**src/rtl/multdiv_sequencer_if.sv**
```systemverilog
// rtl/multdiv_sequencer_if.sv - handshake and result bundle between execute stage and mul/div sequencer
// The master drives the DX-side request; the slave returns the stall, status and XM-bound result.
interface multdiv_sequencer_if #(
  parameter int WIDTH = 32
);
  logic             start;
  logic             op_div;
  logic [WIDTH-1:0] operand_a;
  logic [WIDTH-1:0] operand_b;
  logic             stall;
  logic             busy;
  logic [WIDTH-1:0] result;
  logic             exception;
  logic             result_rdy;

  modport master (
    output start, op_div, operand_a, operand_b,
    input  stall, busy, result, exception, result_rdy
  );

  modport slave (
    input  start, op_div, operand_a, operand_b,
    output stall, busy, result, exception, result_rdy
  );
endinterface

```
**src/rtl/multdiv_sequencer.sv**
```systemverilog
// rtl/multdiv_sequencer.sv - fixed-latency iterative signed multiply / restoring divide with pipeline stall
// Works on magnitudes for WIDTH cycles, then applies sign correction and error detection in FIX.
module multdiv_sequencer #(
  parameter int WIDTH = 32
) (
  input  logic               clock,
  input  logic               reset,
  multdiv_sequencer_if.slave bus
);
  localparam int CW = $clog2(WIDTH);

  typedef enum logic [1:0] {IDLE, RUN, FIX, DONE} state_t;

  state_t             state_q;
  logic               div_q;
  logic               neg_q;
  logic               bzero_q;
  logic [CW-1:0]      cnt_q;
  logic [2*WIDTH-1:0] acc_q;
  logic [WIDTH-1:0]   a_q;
  logic [WIDTH-1:0]   b_q;
  logic [WIDTH-1:0]   result_q;
  logic               exc_q;
  logic               rdy_q;

  logic [WIDTH-1:0]   a_abs, b_abs;
  logic [WIDTH:0]     mul_sum;
  logic [2*WIDTH-1:0] mul_acc_d;
  logic [WIDTH-1:0]   div_shift;
  logic [WIDTH:0]     div_trial;
  logic [2*WIDTH-1:0] div_acc_d;
  logic [2*WIDTH-1:0] prod_s;
  logic [WIDTH-1:0]   quo_s;
  logic               mul_ovf;

  // Negating the most negative value wraps to itself, which is the correct unsigned magnitude.
  assign a_abs = bus.operand_a[WIDTH-1] ? -bus.operand_a : bus.operand_a;
  assign b_abs = bus.operand_b[WIDTH-1] ? -bus.operand_b : bus.operand_b;

  assign mul_sum   = {1'b0, acc_q[2*WIDTH-1:WIDTH]} + {1'b0, (b_q[0] ? a_q : '0)};
  assign mul_acc_d = {mul_sum, acc_q[WIDTH-1:1]};

  // The partial remainder stays below the divisor (at most 2^(W-1)), so its top bit is always zero.
  assign div_shift = {acc_q[2*WIDTH-2:WIDTH], a_q[WIDTH-1]};
  assign div_trial = {1'b0, div_shift} - {1'b0, b_q};
  assign div_acc_d = div_trial[WIDTH] ? {div_shift, acc_q[WIDTH-2:0], 1'b0}
                                      : {div_trial[WIDTH-1:0], acc_q[WIDTH-2:0], 1'b1};

  assign prod_s  = neg_q ? -acc_q : acc_q;
  assign quo_s   = neg_q ? -acc_q[WIDTH-1:0] : acc_q[WIDTH-1:0];
  assign mul_ovf = ~((&prod_s[2*WIDTH-1:WIDTH-1]) | ~(|prod_s[2*WIDTH-1:WIDTH-1]));

  assign bus.stall      = reset & ((state_q == RUN) | (state_q == FIX) |
                                   ((state_q == IDLE) & bus.start));
  assign bus.busy       = (state_q == RUN) | (state_q == FIX);
  assign bus.result     = result_q;
  assign bus.exception  = exc_q;
  assign bus.result_rdy = rdy_q;

  always_ff @(posedge clock or negedge reset) begin
    if (!reset) begin
      state_q  <= IDLE;
      div_q    <= 1'b0;
      neg_q    <= 1'b0;
      bzero_q  <= 1'b0;
      cnt_q    <= '0;
      acc_q    <= '0;
      a_q      <= '0;
      b_q      <= '0;
      result_q <= '0;
      exc_q    <= 1'b0;
      rdy_q    <= 1'b0;
    end else begin
      case (state_q)
        IDLE: begin
          rdy_q <= 1'b0;
          if (bus.start) begin
            state_q <= RUN;
            div_q   <= bus.op_div;
            neg_q   <= bus.operand_a[WIDTH-1] ^ bus.operand_b[WIDTH-1];
            bzero_q <= (bus.operand_b == '0);
            cnt_q   <= '0;
            acc_q   <= '0;
            a_q     <= a_abs;
            b_q     <= b_abs;
          end
        end
        RUN: begin
          if (div_q) begin
            acc_q <= div_acc_d;
            a_q   <= {a_q[WIDTH-2:0], 1'b0};
          end else begin
            acc_q <= mul_acc_d;
            b_q   <= {1'b0, b_q[WIDTH-1:1]};
          end
          cnt_q <= cnt_q + 1'b1;
          if (cnt_q == CW'(WIDTH - 1)) state_q <= FIX;
        end
        FIX: begin
          state_q <= DONE;
          rdy_q   <= 1'b1;
          if (!div_q) begin
            result_q <= prod_s[WIDTH-1:0];
            exc_q    <= mul_ovf;
          end else if (bzero_q) begin
            result_q <= '0;
            exc_q    <= 1'b1;
          end else begin
            // A same-sign quotient of 2^(W-1) only arises from -2^(W-1) / -1.
            result_q <= quo_s;
            exc_q    <= ~neg_q & acc_q[WIDTH-1];
          end
        end
        DONE: begin
          state_q <= IDLE;
          rdy_q   <= 1'b0;
        end
        default: state_q <= IDLE;
      endcase
    end
  end
endmodule

```
**src/flat_wrapper.sv**
```systemverilog
// flat-port wrapper written by rule: the top's interface ports become plain ports
module multdiv_sequencer_flat 
#(
  parameter int WIDTH = 32
)
  (clock, reset, bus_start, bus_op_div, bus_operand_a, bus_operand_b, bus_stall, bus_busy, bus_result, bus_exception, bus_result_rdy);
  multdiv_sequencer_if #(.WIDTH(WIDTH)) bus_i ();
  input  logic clock;
  input  logic reset;
  input wire logic [$bits(bus_i.start)-1:0] bus_start;
  input wire logic [$bits(bus_i.op_div)-1:0] bus_op_div;
  input wire logic [$bits(bus_i.operand_a)-1:0] bus_operand_a;
  input wire logic [$bits(bus_i.operand_b)-1:0] bus_operand_b;
  output wire logic [$bits(bus_i.stall)-1:0] bus_stall;
  output wire logic [$bits(bus_i.busy)-1:0] bus_busy;
  output wire logic [$bits(bus_i.result)-1:0] bus_result;
  output wire logic [$bits(bus_i.exception)-1:0] bus_exception;
  output wire logic [$bits(bus_i.result_rdy)-1:0] bus_result_rdy;
  assign bus_i.start = bus_start;
  assign bus_i.op_div = bus_op_div;
  assign bus_i.operand_a = bus_operand_a;
  assign bus_i.operand_b = bus_operand_b;
  assign bus_stall = bus_i.stall;
  assign bus_busy = bus_i.busy;
  assign bus_result = bus_i.result;
  assign bus_exception = bus_i.exception;
  assign bus_result_rdy = bus_i.result_rdy;
  multdiv_sequencer #(.WIDTH(WIDTH)) u_core (.clock(clock), .reset(reset), .bus(bus_i));
endmodule
```
**config.mk**
```make
export PLATFORM = sky130hd
export DESIGN_NAME = multdiv_sequencer_flat
export DESIGN_NICKNAME = d
export VERILOG_FILES = /design/src/rtl/multdiv_sequencer_if.sv /design/src/rtl/multdiv_sequencer.sv /design/src/flat_wrapper.sv
export SDC_FILE = /design/constraint.sdc
export NUM_CORES = 1
export LEC_CHECK = 0
export ABC_CLOCK_PERIOD_IN_PS = 3650
export CAP_MARGIN = 0
export CORE_ASPECT_RATIO = 1.25
export CORE_UTILIZATION = 55
export DETAILED_ROUTE_END_ITERATION = 8
export PLACE_DENSITY_LB_ADDON = 0.3
export SYNTH_ARGS = -nofsm -noshare
export SYNTH_HDL_FRONTEND = slang
export SYNTH_SLANG_ARGS = --single-unit
```
**constraint.sdc**
```tcl
create_clock -name clock -period 3.65 [get_ports clock]
set_input_delay 0.5475 -clock clock [delete_from_list [all_inputs] [get_ports clock]]
set_output_delay 0.5475 -clock clock [all_outputs]
set_load 0.03 [all_outputs]
```
# After elaboration in Yosys (flattened, before gate mapping)
# Index checks and enable logic that the tools add are counted.
# W data, S select, Z words.
# totals
output_inout_bits	36
in_bits	68
ff_bits	172
# classes
add_sub_neg	7
eq_ne	8
bitwise	10
n_reduce_logical	12
mux	25
# ops
op	n
$mux W32	10
$mux W64	4
$pmux W32 S2	2
$pmux W64 S2	1
$neg A32 Y32	3
$neg A64 Y64	1
$add A32 B32 Y33	1
$reduce_and A33 Y1	1
$reduce_or A33 Y1	1
$sub A32 B32 Y33	1
$logic_not A32 Y1	1
$pmux W5 S2	1
$pmux W2 S4	1
$ne A2 B2 Y1 const B	3
$reduce_and A2 Y1	3
$reduce_and A3 Y1	2
$add A5 B1 Y5 const B	1
$eq A5 B5 Y1 const B	1
$mux W5	1
$eq A2 B2 Y1 const B	2
$mux W2	2
$reduce_bool A2 Y1	2
$and A1 B1 Y1	3
$not A1 Y1	3
8 further kinds	11

# Longest topological paths before layout
# Gate-level depths: netlist (run 1).
# depth
ltp_word	7
ltp_mapped	15

# Worst setup path after synthesis (run 1)
# Ideal clock, no wire load.
# synth_timing
path_type	reg-to-reg
start	register u_core.acc_q[1]
end	register u_core.exc_q, in the netlist u_core.bus.exception
path_stages_with_launch	14
slack_ps	-139
arrival_time_ps	3660
setup_ps	128
cell_sequence	dfrtp_1 inv_1 ha_1 or4b_2 or4_1 or4_1 buf_2 o31ai_1 xor2_1 and4_1 nand4_1 or4_1 nor4_2 nor3_1
# synth_via
elab_chain_len	7
word_cells_on_any_way	8
cone_classes	add/sub: 1; mux: 2; bitwise: 3; reduce/logical: 2
# synth_lines
element	line	source
from (decl)	multdiv_sequencer.sv:19	logic [2*WIDTH-1:0] acc_q;
from (signal assigned)	multdiv_sequencer.sv:90	acc_q <= div_acc_d;
from (signal assigned)	multdiv_sequencer.sv:93	acc_q <= mul_acc_d;
$neg A64 Y64 (*)	multdiv_sequencer.sv:49	assign prod_s = neg_q ? -acc_q : acc_q;
$mux W64 (*)	multdiv_sequencer.sv:49	
$reduce_or A33 Y1	multdiv_sequencer.sv:51	assign mul_ovf = ~((&prod_s[2*WIDTH-1:WIDTH-1]) | ~(|prod_s[2*WIDTH-1:WIDTH-1]));
$not A1 Y1	multdiv_sequencer.sv:51	
$or A1 B1 Y1 (*)	multdiv_sequencer.sv:51	
$not A1 Y1 (*)	multdiv_sequencer.sv:51	
$mux W1 (*)	multdiv_sequencer.sv:102	if (!div_q) begin
to (signal assigned)	multdiv_sequencer.sv:104	exc_q <= mul_ovf;
to (signal assigned)	multdiv_sequencer.sv:111	exc_q <= ~neg_q & acc_q[WIDTH-1];
to (decl)	multdiv_sequencer.sv:23	logic exc_q;
# Every way passes the cells marked *; elsewhere a longest branch is shown, timed or not.
# A chain may end at the register's enable or synchronous reset.

# Worst setup path in the final report (run 1)
# Ends and elaborated chain as after synthesis.

==> results.txt, run 1 <==
worst relative slew slack: 27.9%
hpwl dp: 33800 um
initial DRC count: 1002
Synth top area share: 29.7%
Die H: 184 um
Final Hold Viols: 0
Clock Sinks: 172
area grow syn2layout: 22.8%
#FFs+latches synth: 172
RSZ-0062 raised after global routing: yes
fin crit share: 102%
Clk pin slew, worst setup/hold paths: 0.08 ns
layout cells sized above 1: 14.1%
Synth Area per Inst: 7.90 um^2
CP Launch Type: flop
Max Slew Vio Count: 0
Post-synth top flop: dfrtp_1
WS Path Type: flop to flop
antenna-violating nets left: 0
FMAX: 268 MHz
Rows: 66
combinational group share of total power: 68.9%
synth unique cells: 73
initial antenna violation count: 0
Int Power: 8.28 mW
Pwr Total: 16.9 mW
Post-synth ARST share: 100%
CP required: 3.97 ns
Max Cap Viol: 0
clk_lat worst skew: 0.45 ns
Flop pwr share: 19.9%
H-Tree Depth: 4
IO Pins: 104
crit path capture type: flop
Clock Power Share: 11.2%
largest net degree at the start of global routing: 173
total gr overflow: 0
Worst-Margin Slew: 1.08 ns
Vias/cell: 6.22
register area share after synthesis: 29.7%
maximum fanout along the worst path: 8
initial core utilization: 55.8%
final wirelength: 44800 um
remaining routing DRC violations: 0
WP data arrival: 4.05 ns
status: complete, but fails checks
antenna cells: 0
fin crit period: 3.74 ns
PD cells: 949 nW/um^2
CTS root buffer: clkbuf_16
syn_nets: 1983
Mapped Cells: 1838
Via Count: 14900
CTS tree: built
P_leak: 8.09 nW
global-route wire length before repair: 72400 um
R2R setup slack: -0.09 ns
area leader, netlist: dfrtp_1
Initial DRT Pass Iterations: 7
worst hold path type: primary input to async pin
Setup WS post-layout: -0.0861 ns
Horiz. Die Dim: 147 um
Setup violations, final: 1
GRT Util Overall: 33.9%
final core occ: 68.5%
violated checks: negative setup slack
Yosys warnings: 0
Reg2Reg Depth: 13
total CTS buffers: 17
Max clock buf depth: 2
vias in the first global route: 14300
worst clock skew: 0.0122 ns
P_sw: 8.63 mW
Buffers on Ports: 103
fin nets: 2181
VDD IR max: 0.466 mV
Post-synth EDFFs: 0
Area contributors post-synth: dfrtp_1 30%, xor2_1 6.7%, ha_1 6.5%
Sw Share: 51.0%
routed wire length per instance: 18.8 um
die area: 27100 um^2
Final GP Congestion: 1.03
core area: 26000 um^2
post-synth design cell area: 14500 um^2
Fin Setup TNS: -0.0861 ns
flip-flops by register name (all words and copies together), names as in the netlist:
register / flops
u_core.bzero_q: 1
u_core.state_q: 2
u_core.bus.result_rdy: 1
u_core.bus.result: 32
u_core.cnt_q: 5
u_core.neg_q: 1
u_core.acc_q: 64
u_core.div_q: 1
u_core.b_q: 32
u_core.bus.exception: 1
u_core.a_q: 32
through the flow:
| stage | std cells | area (um^2) | hold slack [ns] | worst slack (ns) |
|---|---|---|---|---|
| floorplan | 1838 | 14600 | 0.252 | -0.0159 |
| global placement | 2354 | 17100 | 0.479 | -0.130 |
| detailed placement | 2354 | 17100 | 0.492 | -0.165 |
| CTS | 2386 | 17700 | 0.335 | -0.0203 |
| global route | 2389 | 17800 | 0.370 | -0.275 |
| finish | 2389 | 17800 | 0.223 | -0.0861 |
routing by layer:
layer | track usage [%] | part of all wire, % | vias up
met4 | 23.5 | 7.0 | 0
met5 | 0 | 0 | -
met1 | 37.7 | 38 | 7070
li1 | - | - | 7058
met3 | 4.24 | 5.0 | 179
met2 | 60.2 | 50 | 545
placed cells by master (no fill, tap or decap), types with 16 or more instances in the layout:
| cell type | Yosys | routed |
|---|---|---|
| inv_1 | 97 | 96 |
| nand2_1 | 201 | 201 |
| a21o_1 | 35 | 35 |
| o21ai_0 | 141 | 139 |
| nor3_1 | 37 | 37 |
| buf_4 | 0 | 178 |
| nor2_1 | 141 | 140 |
| o31ai_1 | 67 | 60 |
| nor4_1 | 17 | 17 |
| or4_1 | 25 | 19 |
| nand3_1 | 35 | 35 |
| xnor2_1 | 50 | 50 |
| clkbuf_16 | 0 | 17 |
| xor2_1 | 111 | 111 |
| clkdlybuf4s50_1 | 0 | 102 |
| and2_1 | 34 | 34 |
| o41ai_1 | 22 | 16 |
| dfrtp_1 | 172 | 168 |
| a21oi_1 | 151 | 149 |
| mux2i_1 | 45 | 44 |
| nand4_1 | 19 | 19 |
| ha_1 | 75 | 72 |
| o22ai_1 | 34 | 34 |
area by class of cell:
| cell class | instances | area (um^2) |
|---|---|---|
| tap | 340 | 425 |
| sequential | 172 | 4310 |
| clock buffer | 18 | 429 |
| timing repair buffer | 286 | 2450 |
| fill | 2127 | 8190 |
| clock inverter | 14 | 175 |
| inverter | 98 | 368 |
| multi-input combinational | 1461 | 9670 |
cells in the mapped netlist, drive strengths merged (35+ instances only):
library cell and number:
a21o 35, a21oi 151, clkbuf 95, dfrtp 172
ha 75, inv 98, mux2i 45, nand2 202
nand3 35, nor2 141, nor3 38, o21ai 146
o31ai 67, xnor2 50, xor2 111
critical path, stage by stage (launching register included):
cell and delay (ns):
dfrtp_1 0.40, inv_2 0.07, ha_2 0.16, or4b_4 0.45, or4_4 0.47, or4_4 0.44
buf_6 0.17, o31ai_4 0.22, xor2_1 0.23, and4_1 0.22, nand4_1 0.10, or4_4 0.43
nor4_2 0.15, nor3_1 0.08
repair_timing:
item / in CTS / in global routing
gates resized for setup: 11 / 24
pin swaps: 1 / 5
hold buffers: 0 / 0
buffers inserted: 0 / 3
setup endpoints to repair: 2 / 19
gates cloned: 0 / 0
kinds of logic (layout without fill, tap and decap cells):
| logic type | Yosys count | in the layout | share of synthesized area, % |
|---|---|---|---|
| AOI/OAI and AO/OA | 578 | 578 | 25.2 |
| adders and majority gates | 77 | 77 | 6.74 |
| buffers and inverters | 205 | 416 | 5.38 |
| muxes | 50 | 50 | 3.49 |
| DFF | 172 | 172 | 29.7 |
| xor gates and xnor gates | 161 | 161 | 9.71 |
| and+or+nand+nor | 595 | 595 | 19.8 |
final timing paths:
kind	from	to
min in group clock	u_core.a_q[16]$_DFFE_PN0P_	u_core.a_q[16]$_DFFE_PN0P_
worst min register to register	u_core.a_q[16]$_DFFE_PN0P_	u_core.a_q[16]$_DFFE_PN0P_
max in group asynchronous	reset	u_core.acc_q[32]$_DFFE_PN0P_
worst max register to register	u_core.acc_q[1]$_DFFE_PN0P_	u_core.bus.exception$_DFFE_PN0P_
worst min-delay path	reset	u_core.bus.result[6]$_DFFE_PN0P_
worst max-delay path	u_core.acc_q[1]$_DFFE_PN0P_	u_core.bus.exception$_DFFE_PN0P_
power groups by stage:
stage	Sequential (mW)	Clock, mW	Combinational (mW)
final	3.36	1.90	11.6
after global routing	3.43	2.00	12.7
after CTS	3.33	1.91	11.3
after detailed placement	3.36	0	11.2
after global placement	3.34	0	11.0
after floorplan	3.30	0	7.47
(Power assumes the default switching activity.)
==> inputs of run 2 (changes only) <==
ABC_CLOCK_PERIOD_IN_PS = 4800   (was 3650)
CORE_UTILIZATION = 60   (was 55)
clock period = 4.8 ns   (was 3.65 ns; I/O delays follow)
==> run 2 against run 1 <==
  * The run now ends clean
  * Critical path depth fell by 1
  * Via count fell by 5.4%
  * Maximum frequency fell by 14%
  * Sequential power fell by 23%
  * Register-to-register slack improved by 0.57 ns
  * Non-clock buffer count fell by 145
  * Sequential cell count did not move
  * Clock power fell by 26%
  * First-iteration DRC count fell by 11%
  * Design area fell by 7.7%
  * Clock skew barely moved
==> results.txt, run 2 (same netlist as run 1, synthesis figures left out) <==
status: finished clean
VDD IR max: 0.338 mV (-27%)
clk_lat worst skew: 0.46 ns (about the same)
antenna cells: 0 (unchanged)
P_sw: 6.30 mW (-27%)
Max Cap Viol: 0 (unchanged)
Vias/cell: 6.30 (+1.4%)
initial DRC count: 892 (-11%)
vias in the first global route: 13100 (-8.6%)
Detail Route met3 WL: 2200 um (-2.4%)
layout cells sized above 1: 5.62% (-8.5 points)
Setup violations, final: 0 (-1)
Fin Setup TNS: 0 ns (+0.0861 ns)
postcts setup bufs: 0 (unchanged)
Via Count: 14000 (-5.4%)
Final Hold Viols: 0 (unchanged)
GRT Util Overall: 35.6% (+1.6 points)
Horiz. Die Dim: 141 um (-4.2%)
hpwl dp: 32900 um (-2.6%)
R2R setup slack: 0.48 ns (+0.57 ns)
CTS Hold Bufs: 0 (unchanged)
IO Pins: 104 (unchanged)
H-Tree Depth: 4 (unchanged)
global-route wire length before repair: 68800 um (-4.9%)
Int Power: 5.64 mW (-32%)
RSZ-0062 raised after global routing: no
slowest CP cell: or4b_2
FMAX: 231 MHz (-14%)
CTS root buffer: clkbuf_16
footprint of the multi-input gates: 9450 um^2 (-2.2%)
Worst-Margin Slew: 1.09 ns (+0.00759 ns)
Sequential Area: 4310 um^2 (about the same)
Buffers on Ports: 103 (unchanged)
fin cells: 2229 (-6.7%)
cell chain of the critical path: inv_1, ha_1, or4b_2, or4_1, or4_1, or2_1, o41ai_1, xor2_1, nor4_1, nand4_1, nor4b_1, nor3_1
largest net degree at the start of global routing: 88 (-49%)
Die H: 176 um (-4.2%)
worst clock skew: 0.0123 ns (+0.000118 ns)
Clock Sinks: 172 (unchanged)
combinational group share of total power: 66.5% (-2.4 points)
area grow syn2layout: 13.4%
CP delay by family, top: simple AND/OR/NAND/NOR gates
CTS tree: built
initial antenna violation count: 1 (+1)
fin nets: 2036 (-6.6%)
most frequent cells in the layout: 201 x nand2_1, 170 x dfrtp_1, 151 x a21oi_1
routed wire length per instance: 19.4 um (+3.5%)
Clock Power Share: 11.7% (+0.5 points)
WS Path Type: flop to flop
# fillers: 2025 (-4.8%)
core area: 23700 um^2 (-8.8%)
PostCTS Resize Cnt: 0 (-11)
CP max stage delay: 0.66 ns (+0.19 ns)
Sw Share: 52.7% (+1.7 points)
Top reg by flops: u_core.acc_q
Placed Cells: 2197 (-6.7%)
Clk pin slew, worst setup/hold paths: 0.08 ns (about the same)
final wirelength: 43300 um (-3.4%)
Max clock buf depth: 2 (unchanged)
WP data arrival: 4.66 ns (+0.61 ns)
worst relative slew slack: 27.2% (-0.73 points)
antenna-violating nets left: 0 (unchanged)
P_leak: 7.30 nW (-9.8%)
Largest register FFs: 64 (unchanged)
r2r endpoint: u_core.bus.exception$_DFFE_PN0P_
RR Startpoint: u_core.acc_q[1]$_DFFE_PN0P_
M1 WL: 16900 um (-0.37%)
fin crit period: 4.32 ns (+0.585 ns)
CP Launch Type: flop
PD cells: 726 nW/um^2 (-24%)
Buf/Inv on CP: 1 (-1)
Flop pwr share: 21.7% (+1.8 points)
die area: 24800 um^2 (-8.2%)
initial core utilization: 61.2% (+5.4 points)
total CTS buffers: 17 (unchanged)
Rows: 63 (-4.5%)
commonest non-fill, non-tap cell in the layout: nand2_1
Reg2Reg Depth: 12 (-1)
Max Slew Vio Count: 0 (unchanged)
Initial DRT Pass Iterations: 5 (-2)
fin crit share: 90.0% (-12 points)
Final GP Congestion: 1.02 (-0.37%)
most common cell type on the critical path: or4_1
Top Metal Used: met5
maximum fanout along the worst path: 8 (unchanged)
crit path capture type: flop
worst hold path type: primary input to async pin
total gr overflow: 0 (unchanged)
CP required: 5.14 ns (+1.17 ns)
met2 wire len: 21600 um (-4.0%)
remaining routing DRC violations: 0 (unchanged)
cell depth of the worst setup path: 12 (-1)
-- run 2: cell count changes in the layout (fill, tap and decap cells not counted), sizes merged --
| cell | previous run | this run |
|---|---|---|
| buf | 184 | 39 |
| clkinv | 4 | 8 |
| clkinvlp | 3 | 1 |
| bufinv | 1 | 0 |
| inv | 104 | 103 |
-- run 2: final cells by class --
cell class | instances | share of cell area, %
Timing Repair Buffer | 141 | 8.08
Tap cell | 325 | 2.47
Multi-Input combinational cell | 1461 | 57.4
Inverter | 98 | 2.24
Sequential cell | 172 | 26.2
Clock inverter | 14 | 0.943
Clock buffer | 18 | 2.67
-- run 2: worst register-to-register path, delay by kind of cell, from the launching register on --
family / cells / cell delay, ns
flip-flops: 1 / 0.44
buffers and inverters: 1 / 0.10
XOR/XNOR: 1 / 0.14
AO/OA/AOI/OAI: 1 / 0.32
AND/OR/NAND/NOR: 8 / 2.98
adder cells (fa/ha/maj): 1 / 0.22
-- run 2: power by group through the flow --
stage | clock network [mW] | logic (mW) | registers, mW
after detailed placement | 0 | 7.78 | 2.59
after floorplan | 0 | 5.58 | 2.51
final | 1.40 | 7.95 | 2.59
after global routing | 1.46 | 8.67 | 2.63
after global placement | 0 | 7.66 | 2.57
after CTS | 1.41 | 7.82 | 2.56
-- run 2: worst max path at each step --
stage	start	to	slack [ns]
floorplan	u_core.acc_q[1]$_DFFE_PN0P_	u_core.bus.exception$_DFFE_PN0P_	1.01
global placement	bus_operand_b[12]	u_core.b_q[30]$_DFFE_PN0P_	0.64
detailed placement	u_core.acc_q[1]$_DFFE_PN0P_	u_core.bus.exception$_DFFE_PN0P_	0.58
CTS	u_core.acc_q[1]$_DFFE_PN0P_	u_core.bus.exception$_DFFE_PN0P_	0.54
global route	u_core.acc_q[1]$_DFFE_PN0P_	u_core.bus.exception$_DFFE_PN0P_	0.23
finish	u_core.acc_q[1]$_DFFE_PN0P_	u_core.bus.exception$_DFFE_PN0P_	0.48
-- run 2: metal layers --
layer	GRT usage [%]	up-vias
met2	63.1	486
li1	-	6782
met1	39.8	6618
met3	5.56	161
met4	22.0	2
met5	0	-
-- run 2: through the flow --
stage | util [%] | hold slack (ns) | total power, mW | setup slack (ns) | area, um^2
floorplan | - | 0.424 | 8.08 | 1.01 | 14500
global placement | 66.9 | 0.482 | 10.2 | 0.637 | 15900
detailed placement | 66.9 | 0.493 | 10.4 | 0.575 | 15900
CTS | 69.4 | 0.274 | 11.8 | 0.543 | 16500
global route | 69.4 | 0.295 | 12.8 | 0.228 | 16500
finish | 69.4 | 0.238 | 11.9 | 0.479 | 16500
